$ cat config.mk
export PLATFORM = sky130hd
export DESIGN_NAME = window_fetch_flat
export DESIGN_NICKNAME = d
export VERILOG_FILES = /design/src/rtl/window_fetch_if.sv /design/src/rtl/window_fetch.sv /design/src/flat_wrapper.sv
export SDC_FILE = /design/constraint.sdc
export NUM_CORES = 1
export LEC_CHECK = 0
export CAP_MARGIN = 30
export CELL_PAD_IN_SITES_DETAIL_PLACEMENT = 0
export CELL_PAD_IN_SITES_GLOBAL_PLACEMENT = 1
export CORE_UTILIZATION = 40
export DETAILED_ROUTE_END_ITERATION = 8
export GPL_ROUTABILITY_DRIVEN = 0
export PLACE_DENSITY_LB_ADDON = 0.1
export SYNTH_ARGS = -nofsm -noshare
export SYNTH_HDL_FRONTEND = slang
export SYNTH_SLANG_ARGS = --single-unit
$ cat constraint.sdc
create_clock -name clk -period 19.16 [get_ports clk]
set_input_delay 3.832 -clock clk [delete_from_list [all_inputs] [get_ports clk]]
set_output_delay 3.832 -clock clk [all_outputs]
set_load 0.01 [all_outputs]
$ cat src/rtl/window_fetch_if.sv
// window_fetch_if: single-word RAM read port plus the KxK window valid/ready output of window_fetch.
interface window_fetch_if #(
  parameter int DATA_W = 16,
  parameter int ADDR_W = 16,
  parameter int K      = 5,
  parameter int MAP_W  = 6
);
  logic                  mem_rd_en;
  logic [ADDR_W-1:0]     mem_addr;
  logic [DATA_W-1:0]     mem_rd_data;
  logic                  mem_rd_valid;
  logic [K*K*DATA_W-1:0] win_data;
  logic [MAP_W-1:0]      win_row;
  logic [MAP_W-1:0]      win_col;
  logic                  win_valid;
  logic                  win_ready;
  modport master (
    output mem_rd_en, mem_addr, win_data, win_row, win_col, win_valid,
    input  mem_rd_data, mem_rd_valid, win_ready
  );
  modport slave (
    input  mem_rd_en, mem_addr, win_data, win_row, win_col, win_valid,
    output mem_rd_data, mem_rd_valid, win_ready
  );
endinterface

$ cat src/rtl/window_fetch.sv
// window_fetch: walks a square row-major map in RAM and assembles one KxK window at a time.
// Build option WINDOW_REUSE_EN: shift columns within a row and fetch only the new ones.
module window_fetch #(
  parameter int DATA_W = 16,
  parameter int ADDR_W = 16,
  parameter int K      = 5,
  parameter int MAP_W  = 6
) (
  input  logic              clk,
  input  logic              reset,
  input  logic              start,
  input  logic [ADDR_W-1:0] base_addr,
  input  logic [MAP_W-1:0]  map_size,
  input  logic [2:0]        win_size,
  input  logic [1:0]        stride,
  window_fetch_if.master    bus,
  output logic              busy,
  output logic              done,
  output logic              err
);
  localparam int IW = $clog2(K*K);
  localparam int XW = MAP_W + 1;
  typedef enum logic [2:0] {IDLE, REQ, WAIT, PRESENT, FIN} state_t;
  state_t state, nxt;
  logic [ADDR_W-1:0] base_q, addr;
  logic [MAP_W-1:0]  n, y, x;
  logic [2:0]        w, r, c, c0;
  logic [1:0]        s;
  logic [DATA_W-1:0] win [K*K];
  logic [IW-1:0]     idx;
  logic              legal, last_el, last_x, last_y;
  assign legal   = win_size != 3'd0 && win_size <= 3'(K) && MAP_W'(win_size) <= map_size && stride != 2'd0;
  assign last_el = r == w - 3'd1 && c == w - 3'd1;
  assign last_x  = {1'b0, x} + XW'(s) + XW'(w) > {1'b0, n};
  assign last_y  = {1'b0, y} + XW'(s) + XW'(w) > {1'b0, n};
  assign idx     = IW'(r) * IW'(K) + IW'(c);
  assign addr    = base_q + (ADDR_W'(y) + ADDR_W'(r)) * ADDR_W'(n) + ADDR_W'(x) + ADDR_W'(c);
  assign bus.mem_addr = state == REQ ? addr : '0;
  assign bus.win_row  = y;
  assign bus.win_col  = x;
  for (genvar i = 0; i < K*K; i++) begin : g_out
    assign bus.win_data[i*DATA_W +: DATA_W] = win[i];
  end
`ifdef WINDOW_REUSE_EN
  logic [2:0]        cn;
  logic [DATA_W-1:0] sh [K*K];
  // First column still to fetch after a shift; a stride at least as wide as the window refetches all.
  assign cn = {1'b0, s} >= w ? 3'd0 : w - {1'b0, s};
  for (genvar i = 0; i < K; i++) begin : g_r
    for (genvar j = 0; j < K; j++) begin : g_c
      logic [DATA_W-1:0] a1, a2, a3;
      if (j + 1 < K) begin : g_1
        assign a1 = win[i*K+j+1];
      end else begin : g_1z
        assign a1 = '0;
      end
      if (j + 2 < K) begin : g_2
        assign a2 = win[i*K+j+2];
      end else begin : g_2z
        assign a2 = '0;
      end
      if (j + 3 < K) begin : g_3
        assign a3 = win[i*K+j+3];
      end else begin : g_3z
        assign a3 = '0;
      end
      assign sh[i*K+j] = s == 2'd1 ? a1 : s == 2'd2 ? a2 : a3;
    end
  end
`endif
  always_ff @(posedge clk) begin
    if (reset) state <= IDLE;
    else state <= nxt;
  end
  always_comb begin
    nxt = state;
    bus.mem_rd_en = 1'b0;
    bus.win_valid = 1'b0;
    busy = 1'b0;
    done = 1'b0;
    case (state)
      IDLE: if (start) nxt = legal ? REQ : FIN;
      REQ: begin
        bus.mem_rd_en = 1'b1;
        busy = 1'b1;
        nxt = WAIT;
      end
      WAIT: begin
        busy = 1'b1;
        if (bus.mem_rd_valid) nxt = last_el ? PRESENT : REQ;
      end
      PRESENT: begin
        busy = 1'b1;
        bus.win_valid = 1'b1;
        if (bus.win_ready) nxt = last_x && last_y ? FIN : REQ;
      end
      FIN: begin
        done = 1'b1;
        nxt = IDLE;
      end
      default: nxt = IDLE;
    endcase
  end
  always_ff @(posedge clk) begin
    if (reset) begin
      base_q <= '0;
      n <= '0;
      w <= '0;
      s <= '0;
      y <= '0;
      x <= '0;
      r <= '0;
      c <= '0;
      c0 <= '0;
      err <= 1'b0;
      for (int i = 0; i < K*K; i++) win[i] <= '0;
    end else begin
      if (state == IDLE && start) begin
        err <= !legal;
        if (legal) begin
          base_q <= base_addr;
          n <= map_size;
          w <= win_size;
          s <= stride;
          y <= '0;
          x <= '0;
          r <= '0;
          c <= '0;
          c0 <= '0;
          for (int i = 0; i < K*K; i++) win[i] <= '0;
        end
      end
      if (state == WAIT && bus.mem_rd_valid) begin
        win[idx] <= bus.mem_rd_data;
        if (c == w - 3'd1) begin
          c <= c0;
          r <= r + 3'd1;
        end else c <= c + 3'd1;
      end
      if (state == PRESENT && bus.win_ready && !(last_x && last_y)) begin
        r <= '0;
        if (last_x) begin
          x <= '0;
          y <= y + MAP_W'(s);
          c <= '0;
          c0 <= '0;
        end else begin
          x <= x + MAP_W'(s);
`ifdef WINDOW_REUSE_EN
          c <= cn;
          c0 <= cn;
          for (int i = 0; i < K*K; i++) win[i] <= sh[i];
`else
          c <= '0;
`endif
        end
      end
    end
  end
endmodule
$ cat src/flat_wrapper.sv
// flat-port wrapper written by rule: the top's interface ports become plain ports
module window_fetch_flat 
#(
  parameter int DATA_W = 16,
  parameter int ADDR_W = 16,
  parameter int K      = 5,
  parameter int MAP_W  = 6
)
  (clk, reset, start, base_addr, map_size, win_size, stride, busy, done, err, bus_mem_rd_en, bus_mem_addr, bus_win_data, bus_win_row, bus_win_col, bus_win_valid, bus_mem_rd_data, bus_mem_rd_valid, bus_win_ready);
  window_fetch_if #(.DATA_W(DATA_W), .ADDR_W(ADDR_W), .K(K), .MAP_W(MAP_W)) bus_i ();
  input  logic clk;
  input  logic reset;
  input  logic start;
  input  logic [ADDR_W-1:0] base_addr;
  input  logic [MAP_W-1:0] map_size;
  input  logic [2:0] win_size;
  input  logic [1:0] stride;
  output logic busy;
  output logic done;
  output logic err;
  output wire logic [$bits(bus_i.mem_rd_en)-1:0] bus_mem_rd_en;
  output wire logic [$bits(bus_i.mem_addr)-1:0] bus_mem_addr;
  output wire logic [$bits(bus_i.win_data)-1:0] bus_win_data;
  output wire logic [$bits(bus_i.win_row)-1:0] bus_win_row;
  output wire logic [$bits(bus_i.win_col)-1:0] bus_win_col;
  output wire logic [$bits(bus_i.win_valid)-1:0] bus_win_valid;
  input wire logic [$bits(bus_i.mem_rd_data)-1:0] bus_mem_rd_data;
  input wire logic [$bits(bus_i.mem_rd_valid)-1:0] bus_mem_rd_valid;
  input wire logic [$bits(bus_i.win_ready)-1:0] bus_win_ready;
  assign bus_mem_rd_en = bus_i.mem_rd_en;
  assign bus_mem_addr = bus_i.mem_addr;
  assign bus_win_data = bus_i.win_data;
  assign bus_win_row = bus_i.win_row;
  assign bus_win_col = bus_i.win_col;
  assign bus_win_valid = bus_i.win_valid;
  assign bus_i.mem_rd_data = bus_mem_rd_data;
  assign bus_i.mem_rd_valid = bus_mem_rd_valid;
  assign bus_i.win_ready = bus_win_ready;
  window_fetch #(.DATA_W(DATA_W), .ADDR_W(ADDR_W), .K(K), .MAP_W(MAP_W)) u_core (.clk(clk), .reset(reset), .start(start), .base_addr(base_addr), .map_size(map_size), .win_size(win_size), .stride(stride), .bus(bus_i), .busy(busy), .done(done), .err(err));
endmodule
==> summary.md, run 1 <==
| Metric | Value |
|---|---|
| CTS-repair resized insts | 0 |
| Site row count | 83 |
| Clock Sink Count | approximately 450 |
| Critical Path Source Type | flop |
| Pre-CTS WS | 8.807 ns |
| Final cell area excluding filler cells | approximately 28000 sq um |
| Antenna violations before repair | 8 |
| HPWL after detailed placement | 46.51 mm |
| Starting DRT DRC Count | roughly 950 |
| Final-report max-slew violation count | 0 |
| Root buf cell | clkbuf_16 |
| Net count reported at finish | between 2k and 2.5k |
| DR vias | roughly 14k |
| Initial core utilization | 40.85% |
| Number of optimization iterations in the first detailed-route pass | 4 |
| Portion of synthesized cell area occupied by the leading cell type | about 57% |
| Number of global-route vias before repair | ~13k |
| Ranking of synthesized cells by instance count | 417 x and2_1, 400 x edfxtp_1, 104 x nand2_1, 83 x inv_1, 76 x ha_1 |
| CP max-delay cell | a21oi_1 |
| Arrival time reported for the critical path endpoint | about 7.2 ns |
| Number of buffers on the longest clock path | 3 |
| Number of flops mapped to enable cells by yosys | 400 |
| Flop-to-flop setup slack | ~15 ns |
| Ranking of synthesized cells by area | edfxtp_1 57%, and2_1 12%, dfxtp_1 4.9%, fa_1 4.7%, ha_1 4.5% |
| Detail-routed via count per cell | roughly 4.9 |
| Worst-path fanout max | 7 |
| Compound-gate portion of the synthesized area | 3.885% |
| Number of warnings reported in the yosys synthesis log | 0 |
| Clock transition at the registers of the reported paths | 0.07 ns |
| Sequential fraction of design power | between 40% and 50% |
| Fin. Hold Viols | 0 |
| Share of layout cells above drive strength 1 | under 10% |
| Launch instance of the worst register-to-register path | u_core.bus.win_col[1] |
| Fraction of the mapped netlist area in simple logic gates | between 10% and 20% |
| Residual DRC count | 0 |
| Largest stage delay on the critical path | 0.56 ns |
| Internal Dissipation | between 0.0015 and 0.002 W |
| Critical path class | reg2out |
| Crit Reg-Reg Endpoint | u_core.bus.win_col[5] |
| Number of nets produced by synthesis | approximately 1.8k |
| Fin Hold WS | approximately 0.46 ns |
| Type of the worst min-delay path | reg2reg |
| Number of buffer and inverter instances along the worst setup path | 5 |
| Routed WL per cell | about 23 um |
| Setup violation total in the final timing report | 0 |
| Main combinational cell family by area after synthesis | simple AND/OR/NAND/NOR gates |
| Switching share of power | about a quarter |
| Cells on worst reg2reg path | 13 |
| Startpoint of the tightest hold check path | u_core.base_q[4] |
| Reported max-cap violation count | 0 |
| Most frequently used flop master after synthesis | edfxtp_1 |
| Clock latency reported for the late side of the worst-skew pair | approximately 0.58 ns |
| CTS H-tree lvls | 2 |
| Post-Synthesis Cell Area | 21130 sq um |
| Number of top-level pins | around 480 |
| Cells traversed along the worst timing path | ha_1 > fa_1 > a21oi_1 > nor2b_1 > xnor2_1 > nor2_1 > fa_1 > inv_1 > fa_1 > inv_1 > fa_1 > inv_1 > fa_1 > inv_1 > ha_1 > o21ai_0 > nor2_1 > o21bai_1 > a21oi_1 > o31ai_1 > mux2_2 > clkdlybuf4s50_1 |
| P&R area growth vs syn | 33.65% |
| Mean area per synthesized cell | 13.15 sq um |
| Cell Count, Final, Fillers Out | approximately 2.8k |
| Total global routing overflow | 0 |
| Slew Limit Headroom | 34.08% |
| Total length of routed wires | about 65 mm |
| Layout Skew | between 0.01 and 0.015 ns |
| Wire length of the first global-routing pass | just over 90 mm |
| TritonCTS clock tree | yes |
| Worst hold path depth | 2 |
| Area of the die | about 54000 sq um |
| Largest net degree at the start of global routing | 47 |
| Synth Area in XOR/XNOR | under 10% |
| Most common cell in the netlist | and2_1 |
| Top achievable clock speed | 91.02 MHz |
| Max rail drop VDD | around 82 uV |
| Synth Area in Adders | a little under a tenth |
| Number of buffers added for setup after CTS | 0 |
| Number of hold-repair buffers added at the cts stage | 0 |
| CORE AREA | 51720 sq um |
| Power Density | between 80 and 90 nW/um^2 |
| Worst-Margin Slew | ~0.99 ns |
| Hold path endpoint | u_core.base_q[4] |
| Overall global routing resource usage | a little under a quarter |
| Comb pwr share | about an eighth |
| Critical path required time | ~15 ns |
| Die span in x | 231.8 um |
| Die Height | ~230 um |
| Unique cell type count in the Yosys netlist | 64 |
| CTS Buf Count | between 40 and 50 |
| Cell type with the largest total area after synthesis | edfxtp_1 |
| Endpoint kind of the worst setup timing path | output port |
| Mapped Cells | between 1.5k and 2k |
| Placed Cells incl. Taps | about 2.7k |
| Post-route fraction of the period consumed by the critical path | 57.34% |
| Leakage dissipation | 10.96 nW |
| Result of the run | complete, no violations |
| Clock Power Share | 38.7% |
| Total of flip-flops plus latches after synthesis | about 450 |
| Share of synthesized registers carrying an async set or reset | 0% |
| Post-route worst setup slack | 8.174 ns |
| RSZ-0062 raised after global routing | false |
| Critical Path Most Common Cell | fa_1 |
| Net Sw Power | ~0.00056 W |
| Port Buffers | 480 |
| Antenna Nets Post-Route | 0 |
| Min Tclk post-route | approximately 11 ns |
| Portion of netlist area occupied by mux cells | less than 1% |
| Sequential cell area fraction in the yosys report | between 60% and 70% |
| CP top delay family | adder cells |
| Placed inst area | about 27000 sq um |
| Setup total negative slack | 0 ns |
## cells by family after synthesis
group	after synthesis
xor gates and xnor gates	36
and+or+nand+nor	683
DFF	452
muxes	10
AOI/OAI and AO/OA	137
buffers and inverters	163
adders and majority gates	126
## flip-flops by register name (all words and copies together) (netlist names)
name / flops
u_core.r: 3
u_core.c0: 3
u_core.err: 1
u_core.n: 6
u_core.base_q: 16
u_core.bus.win_col: 6
u_core.s: 2
u_core.win: 400
u_core.c: 3
u_core.bus.win_row: 6
u_core.state: 3
u_core.w: 3
## stage by stage
| step | total power, W | util [%] |
|---|---|---|
| floorplan | 0.001275 | - |
| global placement | 0.001459 | 51.67 |
| detailed placement | 0.001461 | 51.67 |
| CTS | 0.002363 | 54.58 |
| global route | 0.002415 | 54.59 |
| finish | 0.002343 | 54.59 |
## how the worst max path moves through the flow
stage,startpoint,to,slack (ns),depth (start not counted)
2_1_floorplan,u_core.bus.win_row[0],bus_mem_addr[14],9.87,21
3_3_place_gp,u_core.r[0],bus_mem_addr[14],8.88,22
3_5_place_dp,u_core.r[0],bus_mem_addr[14],8.81,22
4_1_cts,u_core.r[0],bus_mem_addr[14],8.14,22
5_1_grt,u_core.r[0],bus_mem_addr[11],7.66,22
6_report,u_core.r[0],bus_mem_addr[14],8.17,22
## placed cells by master, fill, tap and decap left out, types with 5 or more instances in the layout
cell	count
and3_1	9
xor2_1	11
buf_4	42
fa_1	50
nand4_1	5
and2_1	417
clkbuf_16	49
nand2_1	104
a21o_1	9
nor3_1	20
nand3_1	10
clkinv_1	14
inv_1	83
o21ai_1	23
ha_1	76
nor2_4	25
clkdlybuf4s50_1	479
a21oi_1	54
nor2_1	41
nor2b_1	5
dfxtp_1	52
mux2i_1	6
edfxtp_1	400
nand2b_1	9
clkbuf_1	8
o21ai_0	19
or3_1	5
clkinv_2	8
nor4_1	5
xnor2_1	21
## tightest hold or removal path, stage by stage, from the launching register on
cell and delay (ns):
dfxtp_1 0.31, nand2_1 0.05, a21oi_1 0.05
## layer usage
metal	global-route usage [%]	vias to the layer above	wire, um
met2	39.68	472	31600
met3	5.329	74	4736
met5	0	-	13
met4	6.641	2	1487
li1	-	6482	-
met1	31.06	6844	27220
## final cells by class
class / instances / area, sq um
fillers: 4303 / 23480
inverters: 83 / 311.5
well taps: 680 / 850.8
flip-flops and latches: 452 / 13050
repair buffers: 522 / 5115
clock inverters: 29 / 249.0
multi-input cells: 992 / 7391
diodes: 3 / 7.507
clock buffers: 57 / 1256
## power by group through the flow
stage          clock [W]  combinational [W]  sequential [W]
2_1_floorplan          0          0.0000691         0.00121
3_3_place_gp           0           0.000283         0.00118
3_5_place_dp           0           0.000283         0.00118
4_1_cts         0.000921           0.000284         0.00116
5_1_grt         0.000956           0.000297         0.00116
6_report        0.000907           0.000280         0.00116
(Power assumes the default switching activity.)
==> run 2: changes to the inputs <==
==> constraint.sdc (replaced) <==
create_clock -name clk -period 11 [get_ports clk]
set_input_delay 2.2 -clock clk [delete_from_list [all_inputs] [get_ports clk]]
set_output_delay 2.2 -clock clk [all_outputs]
set_load 0.01 [all_outputs]
==> run 2 against run 1 <==
Net effect:
- core utilization is 0.099 points higher
- global-route usage hardly changed
- cell area is 0.18% higher
- clock-buffer cell count is 4 lower
- clock skew hardly changed
- critical path type unchanged
- combinational power is 74% higher
==> summary.md, run 2 (synthesis gave the netlist of run 1 again) <==
| Metric | Value |
|---|---|
| Result of the run | complete, no violations |
| Starting DRT DRC Count | 909 (-4.2%) |
| Critical Path Source Type | flop |
| Antenna Nets Post-Route | 0 (unchanged) |
| CTS Buf Count | 49 (+2.1%) |
| Top achievable clock speed | ~110 MHz |
| CP max-delay cell | a21oi_1 |
| Port Buffers | 480 (unchanged) |
| Min Tclk post-route | ~9.4 ns |
| CTS-repair resized insts | 0 (unchanged) |
| Residual DRC count | 0 (unchanged) |
| Critical path required time | 8.80 ns (-6.53 ns) |
| Number of buffers added for setup after CTS | 0 (unchanged) |
| P&R area growth vs syn | 33.89% |
| CORE AREA | 51720 sq um (unchanged) |
| Cell Count, Final, Fillers Out | 2821 (+0.11%) |
| Number of buffers on the longest clock path | 3 (unchanged) |
| Clock Sink Count | 452 (unchanged) |
| Worst-Margin Slew | 0.9828 ns (-0.002251 ns) |
| Final-report max-slew violation count | 0 (unchanged) |
| Critical path class | reg2out |
| Largest registers ranked by flip-flop count | u_core.win x400, u_core.base_q x16 |
| Area of the die | 53740 sq um (unchanged) |
| CTS H-tree lvls | 2 (unchanged) |
| Root buf cell | clkbuf_16 |
| Number of global-route vias before repair | 13.55k (+1.0%) |
| Number of top-level pins | 481 (unchanged) |
| Die span in x | 231.8 um (unchanged) |
| Overall global routing resource usage | 23.76% (-0.046 points) |
| Cells traversed along the worst timing path | ha_1 > fa_1 > a21oi_1 > nor2b_1 > xnor2_1 > nor2_1 > fa_1 > inv_1 > fa_1 > inv_1 > fa_1 > inv_1 > fa_1 > inv_1 > ha_1 > o21ai_0 > nor2_1 > o21bai_1 > a21oi_1 > o31ai_1 > mux2_2 > clkdlybuf4s50_1 |
| Die Height | 231.8 um (unchanged) |
| Setup violation total in the final timing report | 0 (unchanged) |
| Site row count | 83 (unchanged) |
| Power Density | 145.6 nW/um^2 (+75%) |
| RSZ-0062 raised after global routing | false |
| Filler cells | 4360 (+1.3%) |
| Setup total negative slack | 0 ns (unchanged) |
| Post-route worst setup slack | 1.622 ns (-6.552 ns) |
| Detail-routed via count per cell | 4.910 (-0.28%) |
| Arrival time reported for the critical path endpoint | 7.18 ns (+0.03 ns) |
| Total length of routed wires | 64.80 mm (-0.41%) |
| Placed Cells incl. Taps | 2729 (unchanged) |
| Largest net degree at the start of global routing | 47 (unchanged) |
| Reported max-cap violation count | 0 (unchanged) |
| Largest Register | u_core.win |
| Initial core utilization | 40.85% (unchanged) |
| Net count reported at finish | 2274 (+0.044%) |
| Clock transition at the registers of the reported paths | 0.06 ns (about the same) |
| Routed WL per cell | 22.97 um (-0.51%) |
| Largest stage delay on the critical path | 0.57 ns (about the same) |
| Critical Path Most Common Cell | fa_1 |
| Slew Limit Headroom | 34.24% (+0.15 points) |
| Number of flip-flops in the largest register | 400 (unchanged) |
| Number of hold-repair buffers added at the cts stage | 0 (unchanged) |
| Max rail drop VDD | 132.5 uV (+61%) |
| Share of layout cells above drive strength 1 | 8.092% (+0.41 points) |
| Top library cells by usage in the layout, fill and taps aside | 479 x clkdlybuf4s50_1, 417 x and2_1, 400 x edfxtp_1 |
| DR vias | 13.85k (-0.17%) |
| Antenna violations before repair | 4 (-4) |
| Pre-CTS WS | 2.255 ns (-6.552 ns) |
| Layout Skew | 0.01232 ns (+0.0001169 ns) |
| Post-route fraction of the period consumed by the critical path | between 80% and 90% |
| Clock latency reported for the late side of the worst-skew pair | 0.58 ns (about the same) |
| Most common cell after layout, fill and taps aside | clkdlybuf4s50_1 |
| Endpoint kind of the worst setup timing path | output port |
| Total global routing overflow | 0 (unchanged) |
| HPWL after detailed placement | 46.53 mm (about the same) |
| TritonCTS clock tree | yes |
| Leakage dissipation | 11.00 nW (+0.35%) |
| Number of optimization iterations in the first detailed-route pass | 5 (+1) |
| Wire length of the first global-routing pass | 92.19 mm (-0.28%) |
| Worst-path fanout max | 7 (unchanged) |
| Type of the worst min-delay path | reg2reg |
| Fin. Hold Viols | 0 (unchanged) |
==> run 2: cell types whose count changed in the layout (fill, tap and decap cells not counted) <==
cell / change
clkinv_4: -1
inv_6: +2
bufinv_16: +1
clkinv_1: -2
clkinv_2: +7
clkbuf_1: -4
==> run 2: through the flow <==
| step | hold WS, ns | total power [W] | utilization (%) | area, sq um |
|---|---|---|---|---|
| after floorplan | 0.4363 | 0.002220 | - | 21130 |
| after detailed placement | 0.4522 | 0.002546 | 51.67 | 26720 |
| final | 0.4580 | 0.004117 | 54.69 | 28280 |
| after global routing | 0.4816 | 0.004242 | 54.68 | 28280 |
| after global placement | 0.4475 | 0.002541 | 51.67 | 26720 |
| after CTS | 0.4600 | 0.004154 | 54.68 | 28280 |
==> run 2: cell type report <==
class | count | area [sq um] | share of cell area, %
Tap cell | 680 | 850.8 | 3.008
Timing Repair Buffer | 522 | 5115 | 18.08
Clock inverter | 36 | 315.3 | 1.115
Sequential cell | 452 | 13050 | 46.15
Clock buffer | 53 | 1241 | 4.388
Inverter | 83 | 311.5 | 1.101
Antenna cell | 3 | 7.507 | 0.02654
Multi-Input combinational cell | 992 | 7391 | 26.13
==> run 2: critical path: cells and delay by family (launching register included) <==
kind | cells | cell delay [ns]
AO/OA/AOI/OAI | 5 | 1.30
XOR/XNOR | 1 | 0.46
adder cells (fa/ha/maj) | 7 | 3.05
buffers and inverters | 5 | 0.68
flip-flops | 1 | 0.38
multiplexers | 1 | 0.37
AND/OR/NAND/NOR | 3 | 0.38
==> run 2: per-layer routing <==
metal	track usage, %	wire, um	part of all wire, %	up-vias
met3	4.641	4199	6.5	89
met5	0	0	0	-
met2	39.57	31150	48	467
met1	31.04	27510	42	6826
li1	-	-	-	6468
met4	7.730	1943	3.0	0
==> run 2: final timing paths <==
check / depth (start not counted) / endpoint / slack (ns) / from
worst max-delay path: 22 / bus_mem_addr[14] / 1.62 / u_core.r[0]
worst min-delay path: 2 / u_core.base_q[1] / 0.46 / u_core.base_q[1]
worst max register to register: 13 / u_core.bus.win_col[5] / 6.61 / u_core.bus.win_col[1]
worst min register to register: 2 / u_core.base_q[1] / 0.46 / u_core.base_q[1]
==> run 2: where the power goes <==
| part | internal (W) | switching (W) |
|---|---|---|
| registers | 0.00197 | 0.0000396 |
| clock network | 0.000933 | 0.000681 |
| logic | 0.000218 | 0.000270 |
